**src/rtl/mips_test_harness.sv**
```systemverilog
// Bring-up harness for the pipelined MIPS32 core: loads a program, seeds registers,
// clears and runs the core, then streams R0..R(DUMP_COUNT-1) out on a valid/ready port.
module mips_test_harness #(
    parameter int DATA_W         = 32,
    parameter int PROG_DEPTH     = 16,
    parameter int PADDR_W        = 4,
    parameter int REG_COUNT      = 32,
    parameter int RADDR_W        = 5,
    parameter int INIT_REGS      = 1,
    parameter int DUMP_COUNT     = 6,
    parameter int TIMEOUT_CYCLES = 1024,
    parameter int CNT_W          = 16
) (
    input  logic               clk1,
    input  logic               rst,
    input  logic               prog_wr_en,
    input  logic [PADDR_W-1:0] prog_wr_addr,
    input  logic [DATA_W-1:0]  prog_wr_data,
    input  logic [PADDR_W:0]   prog_len,
    input  logic               start,
    output logic               mem_wr_en,
    output logic [PADDR_W-1:0] mem_wr_addr,
    output logic [DATA_W-1:0]  mem_wr_data,
    output logic               reg_wr_en,
    output logic [RADDR_W-1:0] reg_wr_addr,
    output logic [DATA_W-1:0]  reg_wr_data,
    output logic               cpu_clear,
    output logic               cpu_run,
    input  logic               cpu_halted,
    output logic [RADDR_W-1:0] reg_rd_addr,
    input  logic [DATA_W-1:0]  reg_rd_data,
    output logic               dump_valid,
    input  logic               dump_ready,
    output logic [RADDR_W-1:0] dump_idx,
    output logic [DATA_W-1:0]  dump_data,
    output logic               busy,
    output logic               done,
    output logic               timeout,
    output logic [CNT_W-1:0]   run_cycles
);
    typedef enum logic [2:0] {
        S_IDLE, S_LOAD, S_INIT, S_CLEAR, S_RUN, S_DREQ, S_DOUT, S_DONE
    } state_t;

    localparam int CW  = ((PADDR_W > RADDR_W) ? PADDR_W : RADDR_W) + 1;
    localparam int PLW = PADDR_W + 1;
    localparam logic [PADDR_W:0] DEPTH_L = PLW'(PROG_DEPTH);

    state_t              state, state_next, after_load;
    logic [DATA_W-1:0]   prog_buf [PROG_DEPTH];
    logic [PADDR_W:0]    len, len_clamped;
    logic [CW-1:0]       cnt;
    logic [CNT_W-1:0]    rc_inc;
    logic                idle_like, last_load, last_init, last_dump, tmo_hit;

    assign idle_like   = (state == S_IDLE) || (state == S_DONE);
    assign len_clamped = (prog_len > DEPTH_L) ? DEPTH_L : prog_len;
    assign last_load   = (cnt + CW'(1)) == CW'(len);
    assign last_init   = cnt == CW'(REG_COUNT - 1);
    assign last_dump   = cnt == CW'(DUMP_COUNT - 1);
    assign rc_inc      = (run_cycles == '1) ? run_cycles : run_cycles + CNT_W'(1);
    assign tmo_hit     = rc_inc >= CNT_W'(TIMEOUT_CYCLES);
    assign after_load  = (INIT_REGS != 0) ? S_INIT : S_CLEAR;
    assign busy        = !idle_like;
    assign done        = (state == S_DONE);

    // Host writes only land while the core is not being fed, so a running load never sees a torn buffer.
    always_ff @(posedge clk1) begin
        if (prog_wr_en && idle_like) begin
            prog_buf[prog_wr_addr] <= prog_wr_data;
        end
    end

    always_comb begin
        state_next  = state;
        mem_wr_en   = 1'b0;
        mem_wr_addr = '0;
        mem_wr_data = '0;
        reg_wr_en   = 1'b0;
        reg_wr_addr = '0;
        reg_wr_data = '0;
        cpu_clear   = 1'b0;
        cpu_run     = 1'b0;
        reg_rd_addr = '0;
        case (state)
            S_IDLE, S_DONE: begin
                if (start) begin
                    state_next = (len_clamped == '0) ? after_load : S_LOAD;
                end
            end
            S_LOAD: begin
                mem_wr_en   = 1'b1;
                mem_wr_addr = cnt[PADDR_W-1:0];
                mem_wr_data = prog_buf[cnt[PADDR_W-1:0]];
                if (last_load) state_next = after_load;
            end
            S_INIT: begin
                reg_wr_en   = 1'b1;
                reg_wr_addr = cnt[RADDR_W-1:0];
                reg_wr_data = DATA_W'(cnt[RADDR_W-1:0]);
                if (last_init) state_next = S_CLEAR;
            end
            S_CLEAR: begin
                cpu_clear  = 1'b1;
                state_next = S_RUN;
            end
            S_RUN: begin
                cpu_run = 1'b1;
                if (cpu_halted || tmo_hit) state_next = S_DREQ;
            end
            S_DREQ: begin
                reg_rd_addr = cnt[RADDR_W-1:0];
                state_next  = S_DOUT;
            end
            S_DOUT: begin
                reg_rd_addr = cnt[RADDR_W-1:0];
                if (dump_valid && dump_ready) state_next = last_dump ? S_DONE : S_DREQ;
            end
            default: state_next = S_IDLE;
        endcase
    end

    // Dump port: a word transfers on any rising edge where dump_valid && dump_ready;
    // once dump_valid rises, dump_idx/dump_data hold until that transfer.
    always_ff @(posedge clk1) begin
        if (rst) begin
            state      <= S_IDLE;
            len        <= '0;
            cnt        <= '0;
            run_cycles <= '0;
            timeout    <= 1'b0;
            dump_valid <= 1'b0;
            dump_idx   <= '0;
            dump_data  <= '0;
        end else begin
            state <= state_next;
            case (state)
                S_IDLE, S_DONE: begin
                    if (start) begin
                        len        <= len_clamped;
                        cnt        <= '0;
                        run_cycles <= '0;
                        timeout    <= 1'b0;
                    end
                end
                S_LOAD: cnt <= last_load ? '0 : cnt + CW'(1);
                S_INIT: cnt <= last_init ? '0 : cnt + CW'(1);
                S_RUN: begin
                    run_cycles <= rc_inc;
                    if (!cpu_halted && tmo_hit) timeout <= 1'b1;
                end
                // Read data arrives one cycle after the address, so the first DOUT cycle captures it.
                S_DOUT: begin
                    if (!dump_valid) begin
                        dump_valid <= 1'b1;
                        dump_data  <= reg_rd_data;
                        dump_idx   <= cnt[RADDR_W-1:0];
                    end else if (dump_ready) begin
                        dump_valid <= 1'b0;
                        cnt        <= last_dump ? '0 : cnt + CW'(1);
                    end
                end
                default: ;
            endcase
        end
    end
endmodule

```
**config.mk**
```make
export PLATFORM = sky130hd
export DESIGN_NAME = mips_test_harness
export DESIGN_NICKNAME = d
export VERILOG_FILES = /design/src/rtl/mips_test_harness.sv
export SDC_FILE = /design/constraint.sdc
export NUM_CORES = 1
export LEC_CHECK = 0
export BUFFER_PORTS_ARGS = -buffer_cell sky130_fd_sc_hd__buf_2
export CAP_MARGIN = 5
export CORE_MARGIN = 2
export CORE_UTILIZATION = 48
export DETAILED_ROUTE_END_ITERATION = 10
export PLACE_DENSITY_LB_ADDON = 0.15
export SLEW_MARGIN = 40
export SYNTH_ARGS = -nofsm -noshare
export SYNTH_HDL_FRONTEND = slang
export SYNTH_SLANG_ARGS = --single-unit
export TNS_END_PERCENT = 1
```
**constraint.sdc**
```tcl
create_clock -name clk1 -period 8.6 [get_ports clk1]
set_clock_uncertainty 0.15 [all_clocks]
set_input_delay 1.72 -clock clk1 [delete_from_list [all_inputs] [get_ports clk1]]
set_output_delay 1.72 -clock clk1 [all_outputs]
set_load 0.01 [all_outputs]
```
==> impl_metrics.toml, run 1 <==
[drt]
num_vias = 12100
drtPass1Iterations = 5
drt.antenna.violating_nets = 0
drt_iter0_drc = 1077
via_per_inst = 5.69
drc = 0
routedWlPerCell_um = 24.4
routed_wl_um = 51900

[timing]
rsz0062_at_grt = "no"
slew_violations = 0
worst_slew_pin_slew_ns = 0.834
holdWs_ns = 0.300
relSlewSlack_pct = 44.4
finalHoldViolations = 0
final.period_utilization_pct = 64.4
fin_setup_tns_ns = 0
final-setup-viol-count = 0
fmax_mhz = 181
fin_crit_ns = 5.54

[yosys]
synth_seq_cells = 585
synth.largest_area_cell = "edfxtp_1"
synth_top_area_share_pct = 66.4
muxShareOfSynthArea_pct = 15.9
yosys.area_share.adder_pct = 0.162
synth-edff-count = 512
synth_commonest_cells = "edfxtp_1 (512), mux4_2 (160), nand2_1 (108)"
synthCells = 1246
ys_top_cells_by_area = "edfxtp_1 (66%), mux4_2 (16%), dfxtp_1 (6.3%)"
synth_xor_xnor_area_share_pct = 0.303
synth_area_um2 = 23200
ys_async_sr_fraction_pct = 0
yosysMostFrequentCell = "edfxtp_1"
synth_warnings = 0
synth_top_family_by_area = "multiplexers"
ys.flop_type = "edfxtp_1"
yosys.area_share.simple_pct = 5.68
yosysSeqAreaShare_pct = 72.7
syn_avg_cell_area_um2 = 18.6
yosysUniqueCellTypes = 60
synth_compound_area_share_pct = 2.78

[final_layout]
fin_util_pct = 56.6
fillers = 3675
drive_gt1_share_pct = 33.6
nets = 1537
synthToLayoutAreaGrowth_pct = 16.4

[global_routing]
grt_antenna_before_repair = 6
grt_pass1_vias = 12000
grt_first_pass_wirelength_um = 77300
grt-ovfl-total = 0
grt_start_max_net_pins = 67
track_usage_pct = 21.0

[cts]
cts_num_sinks = 585
clockRootBuffer = "clkbuf_16"
clk_pin_slew_worst_paths_ns = 0.06
clock_latency_ns = 0.61
cts_setup_buffers = 0
cts_buffers = 60
cts_tree = "built"
htree_levels = 2
postCtsResizedCells = 0
clockBufferDepth = 3
ctsHoldBuffers = 0

[run_status]
outcome = "finished clean"

[power_and_ir_drop]
p_sw_mw = 1.74
internal-power_mw = 5.36
power_switching_share_pct = 24.6
p_leak_nw = 8.92
pwr-share-seq_pct = 45.8
p_per_area_nw_per_um2 = 263
p_clk_share_pct = 37.5
peakVddDrop_v = 0.000188
combPwrFrac_pct = 16.7

[critical_path]
ff2ff_path_depth = 6
crit_required_ns = 6.73
start_kind = "flip-flop"
critPathMaxFanout = 63
timing.rr.end = "prog_buf[2][4]$_DFFE_PP_"
critPathCaptureType = "output pin"
arrival_ns = 3.67
r2r_slack_ns = 5.30
reg2reg_from = "state[2]$_SDFFE_PP0P_"
worstSetupPathType = "reg2out"

[placement]
hpwl_um = 27000
routabilityCongestion = 0.828
io_buffer_count = 190

[worst_hold_path]
hp-class = "reg2reg"
whs_path_depth = 2
hold_path_end = "dump_data[21]$_SDFFE_PP0P_"
hp-start = "dump_data[21]$_SDFFE_PP0P_"

[die]
row_count = 80
start_util_pct = 48.6
fp.coreArea_um2 = 47600
dieWidth_um = 224
io_pins = 218
die_area_um2 = 50000
die_h_um = 224

[run]
maxCapViolCount = 0
-- through the flow --
stage	area (um2)	total power, mW	std cells	setup WS (ns)
after floorplan	23300	4.17	1272	3.63
after global placement	24800	4.50	2002	3.43
after detailed placement	24900	4.53	2008	3.59
after CTS	26900	7.20	2121	2.90
after global routing	27000	7.38	2123	2.77
final	27000	7.10	2124	3.06
-- cell type report --
class / instances / area [um2] / area share [%]
flip-flops and latches: 585 / 16800 / 62.5
multi-input cells: 577 / 5980 / 22.2
clock buffers: 76 / 1580 / 5.87
repair buffers: 219 / 1260 / 4.67
well taps: 615 / 769 / 2.85
clock inverters: 37 / 470 / 1.75
inverters: 12 / 45.0 / 0.167
diodes: 3 / 7.51 / 0.0279
-- cells in the final DEF (no fill, tap or decap), types with 10 or more instances in the layout --
| master | n |
|---|---|
| a21oi_1 | 61 |
| and2_1 | 35 |
| and3_1 | 15 |
| buf_2 | 190 |
| buf_4 | 21 |
| clkbuf_1 | 14 |
| clkbuf_16 | 60 |
| clkinv_2 | 11 |
| conb_1 | 27 |
| dfxtp_1 | 69 |
| edfxtp_1 | 512 |
| inv_1 | 11 |
| mux4_2 | 160 |
| nand2_1 | 108 |
| nor2_1 | 29 |
| nor2_4 | 13 |
| nor3_1 | 10 |
| o21ai_0 | 12 |
-- flip-flops by register name (all words and copies together), names as in the netlist, named ones only --
name / count
dump_valid: 1
state: 3
len: 5
prog_buf: 512
run_cycles: 16
dump_data: 32
timeout: 1
cnt: 6
dump_idx: 5
-- power by group through the flow --
stage               Clock [mW]  Sequential [mW]  Combinational, mW
CTS                       2.73             3.26               1.21
global route              2.83             3.27               1.28
detailed placement           0             3.32               1.21
global placement             0             3.34               1.16
finish                    2.66             3.25               1.18
floorplan                    0             3.24              0.930
-- per-layer routing --
layer  share of wire, %  routed length, um  vias up  GRT usage [%]
met4                1.7                886        6           5.81
met5              0.050                 26        -              0
met3                6.1               3180       58           4.03
met2                 49              25400      382           34.5
li1                   -                  -     5372              -
met1                 43              22400     6258           29.2
-- worst max-delay path, cell delays in order (launching register included) --
cell     delay (ns)
dfxtp_4        0.74
buf_12         0.39
buf_16         0.42
mux4_2         0.58
mux4_2         0.51
and2_1         0.18
buf_2          0.14
-- kinds of logic after synthesis --
logic type	Yosys count
adders and majority gates	3
muxes	168
DFF	585
other	1
AOI/OAI and AO/OA	108
xor gates and xnor gates	8
and+or+nand+nor	263
buffers and inverters	110
-- worst max-delay path by stage --
stage	from	to	slack (ns)	cells past startpoint
global route	flip-flop	mem_wr_data[2]	2.77	6
CTS	flip-flop	mem_wr_data[2]	2.90	6
floorplan	prog_wr_addr[2]	prog_buf[0][0]$_DFFE_PP_	3.63	2
detailed placement	flip-flop	mem_wr_data[2]	3.59	6
finish	flip-flop	mem_wr_data[2]	3.06	6
global placement	flip-flop	mem_wr_data[28]	3.43	5
No activity file was read; power rests on OpenSTA's default activity.
==> inputs of run 2 (changes only) <==
==> constraint.sdc (replaced) <==
create_clock -name clk1 -period 5.39 [get_ports clk1]
set_clock_uncertainty 0.15 [all_clocks]
set_input_delay 1.078 -clock clk1 [delete_from_list [all_inputs] [get_ports clk1]]
set_output_delay 1.078 -clock clk1 [all_outputs]
set_load 0.01 [all_outputs]
==> run 2 against run 1 <==
Wire length grew 0.45%. Critical path depth shrank 1. Via count grew 0.43%. Count of clock-buffer cells in the layout shrank 4. Flip-flop and latch count is the same. Power grew 55%. Die area is the same.
==> impl_metrics.toml, run 2 (synthesized netlist as in run 1, its figures left out) <==
[run_status]
outcome = "finished clean"

[critical_path]
crit_required_ns = 4.16
cpLargestDelayFamily = "multiplexers"
r2r_slack_ns = 1.90
ff2ff_path_depth = 5
critPathMaxFanout = 26
timing.rr.end = "prog_buf[10][15]$_DFFE_PP_"
arrival_ns = 3.22
worstSetupPathType = "reg2out"
critical-path-slowest-cell = "dfxtp_4"
worstPathBufferInverterCount = 2
crit_top_cell = "mux4_2"
path_cells = "buf_4 -> mux4_2 -> mux4_2 -> and2_1 -> buf_2"
critPathCaptureType = "output pin"
cpPeakStageDelay_ns = 0.71
reg2reg_from = "state[2]$_SDFFE_PP0P_"
start_kind = "flip-flop"

[global_routing]
grt_first_pass_wirelength_um = 77100
grt_antenna_before_repair = 7
grt-ovfl-total = 0
grt_pass1_vias = 12000
track_usage_pct = 21.0
grt_start_max_net_pins = 66

[timing]
final.period_utilization_pct = 82.5
rsz0062_at_grt = "no"
postLayoutSetupSlackWorst_ns = 0.946
final-setup-viol-count = 0
slew_violations = 0
relSlewSlack_pct = 45.7
holdWs_ns = 0.302
fin_crit_ns = 4.44
finalHoldViolations = 0
fin_setup_tns_ns = 0
worst_slew_pin_slew_ns = 0.814
fmax_mhz = 225

[die]
start_util_pct = 48.6
die_area_um2 = 50000
io_pins = 218
dieWidth_um = 224
die_h_um = 224
row_count = 80
fp.coreArea_um2 = 47600

[cts]
cts_num_sinks = 585
ctsHoldBuffers = 0
clockRootBuffer = "clkbuf_16"
cts_tree = "built"
cts_buffers = 59
cts_setup_buffers = 0
clockBufferDepth = 3
clk_pin_slew_worst_paths_ns = 0.06
postCtsResizedCells = 0
htree_levels = 2
clock_latency_ns = 0.61

[drt]
via_per_inst = 5.69
num_vias = 12100
drc = 0
drt_iter0_drc = 1170
drtPass1Iterations = 8
routedWlPerCell_um = 24.5
routed_wl_um = 52100
drt.antenna.violating_nets = 0

[worst_hold_path]
whs_path_depth = 2
hp-start = "dump_data[18]$_SDFFE_PP0P_"
hold_path_end = "dump_data[18]$_SDFFE_PP0P_"
hp-class = "reg2reg"

[power_and_ir_drop]
p_per_area_nw_per_um2 = 408
p_leak_nw = 8.88
peakVddDrop_v = 0.000279

[placement]
io_buffer_count = 190
routabilityCongestion = 0.833
dp.cells = 2018
hpwl_um = 30300
dp_slack_ns = 1.50

[final_layout]
synthToLayoutAreaGrowth_pct = 16.1
final_common_cell = "edfxtp_1"
largest_register_ffs = 512
nets = 1547
layout_common_cells = "edfxtp_1 (512), buf_2 (190), mux4_2 (160)"
drive_gt1_share_pct = 33.8
largest_register = "prog_buf"
largest_registers = "prog_buf: 512 flops, dump_data: 32 flops, run_cycles: 16 flops"
instances_no_fill = 2130

[run]
maxCapViolCount = 0
-- run 2: cell count changes in the layout (fill, tap and decap cells not counted), sizes merged --
| cell | change |
|---|---|
| clkinvlp | +6 |
| clkinv | +1 |
| diode | -1 |
| inv | -2 |
| buf | +11 |
| clkbuf | -4 |
| bufinv | -5 |
-- run 2: through the flow --
stage	instance area [um2]	utilization, %	power [mW]
detailed placement	25000	52.5	7.21
global route	26900	56.4	11.4
global placement	24800	52.1	7.20
finish	26900	56.4	11.0
CTS	26900	56.4	11.1
floorplan	23300	-	6.65
-- run 2: layout make-up --
cell class	instances	area (um2)
Fill cell	3630	20800
Antenna cell	2	5.00
Clock buffer	72	1530
Multi-Input combinational cell	577	5980
Clock inverter	37	317
Sequential cell	585	16800
Timing Repair Buffer	230	1410
Inverter	12	45.0
Tap cell	615	769
-- run 2: report_power, final --
group          switching [mW]  total (mW)  leakage (nW)  internal (mW)
Clock                    1.70        3.90         0.872           2.20
Sequential              0.151        5.20          5.21           5.05
Combinational           0.908        1.89          2.80          0.977
-- run 2: metal layers --
metal,global-route usage [%],wire (um)
met1,29.9,23000
met2,34.0,25100
met3,4.07,3080
met4,4.73,861
met5,0,44
-- run 2: worst register-to-register path: cells and delay by family (launching register included) --
| kind | cells | cell delay (ns) |
|---|---|---|
| and+or+nand+nor | 4 | 1.60 |
| DFF | 1 | 0.82 |
| buffers and inverters | 1 | 0.55 |
-- run 2: worst max-delay path by stage --
stage	from	cells after the start	end
after floorplan	prog_wr_addr[2]	2	prog_buf[0][0]$_DFFE_PP_
after global placement	flip-flop	5	mem_wr_data[30]
after detailed placement	flip-flop	5	mem_wr_data[29]
after CTS	flip-flop	5	mem_wr_data[29]
after global routing	flip-flop	5	mem_wr_data[29]
final	flip-flop	5	mem_wr_data[30]
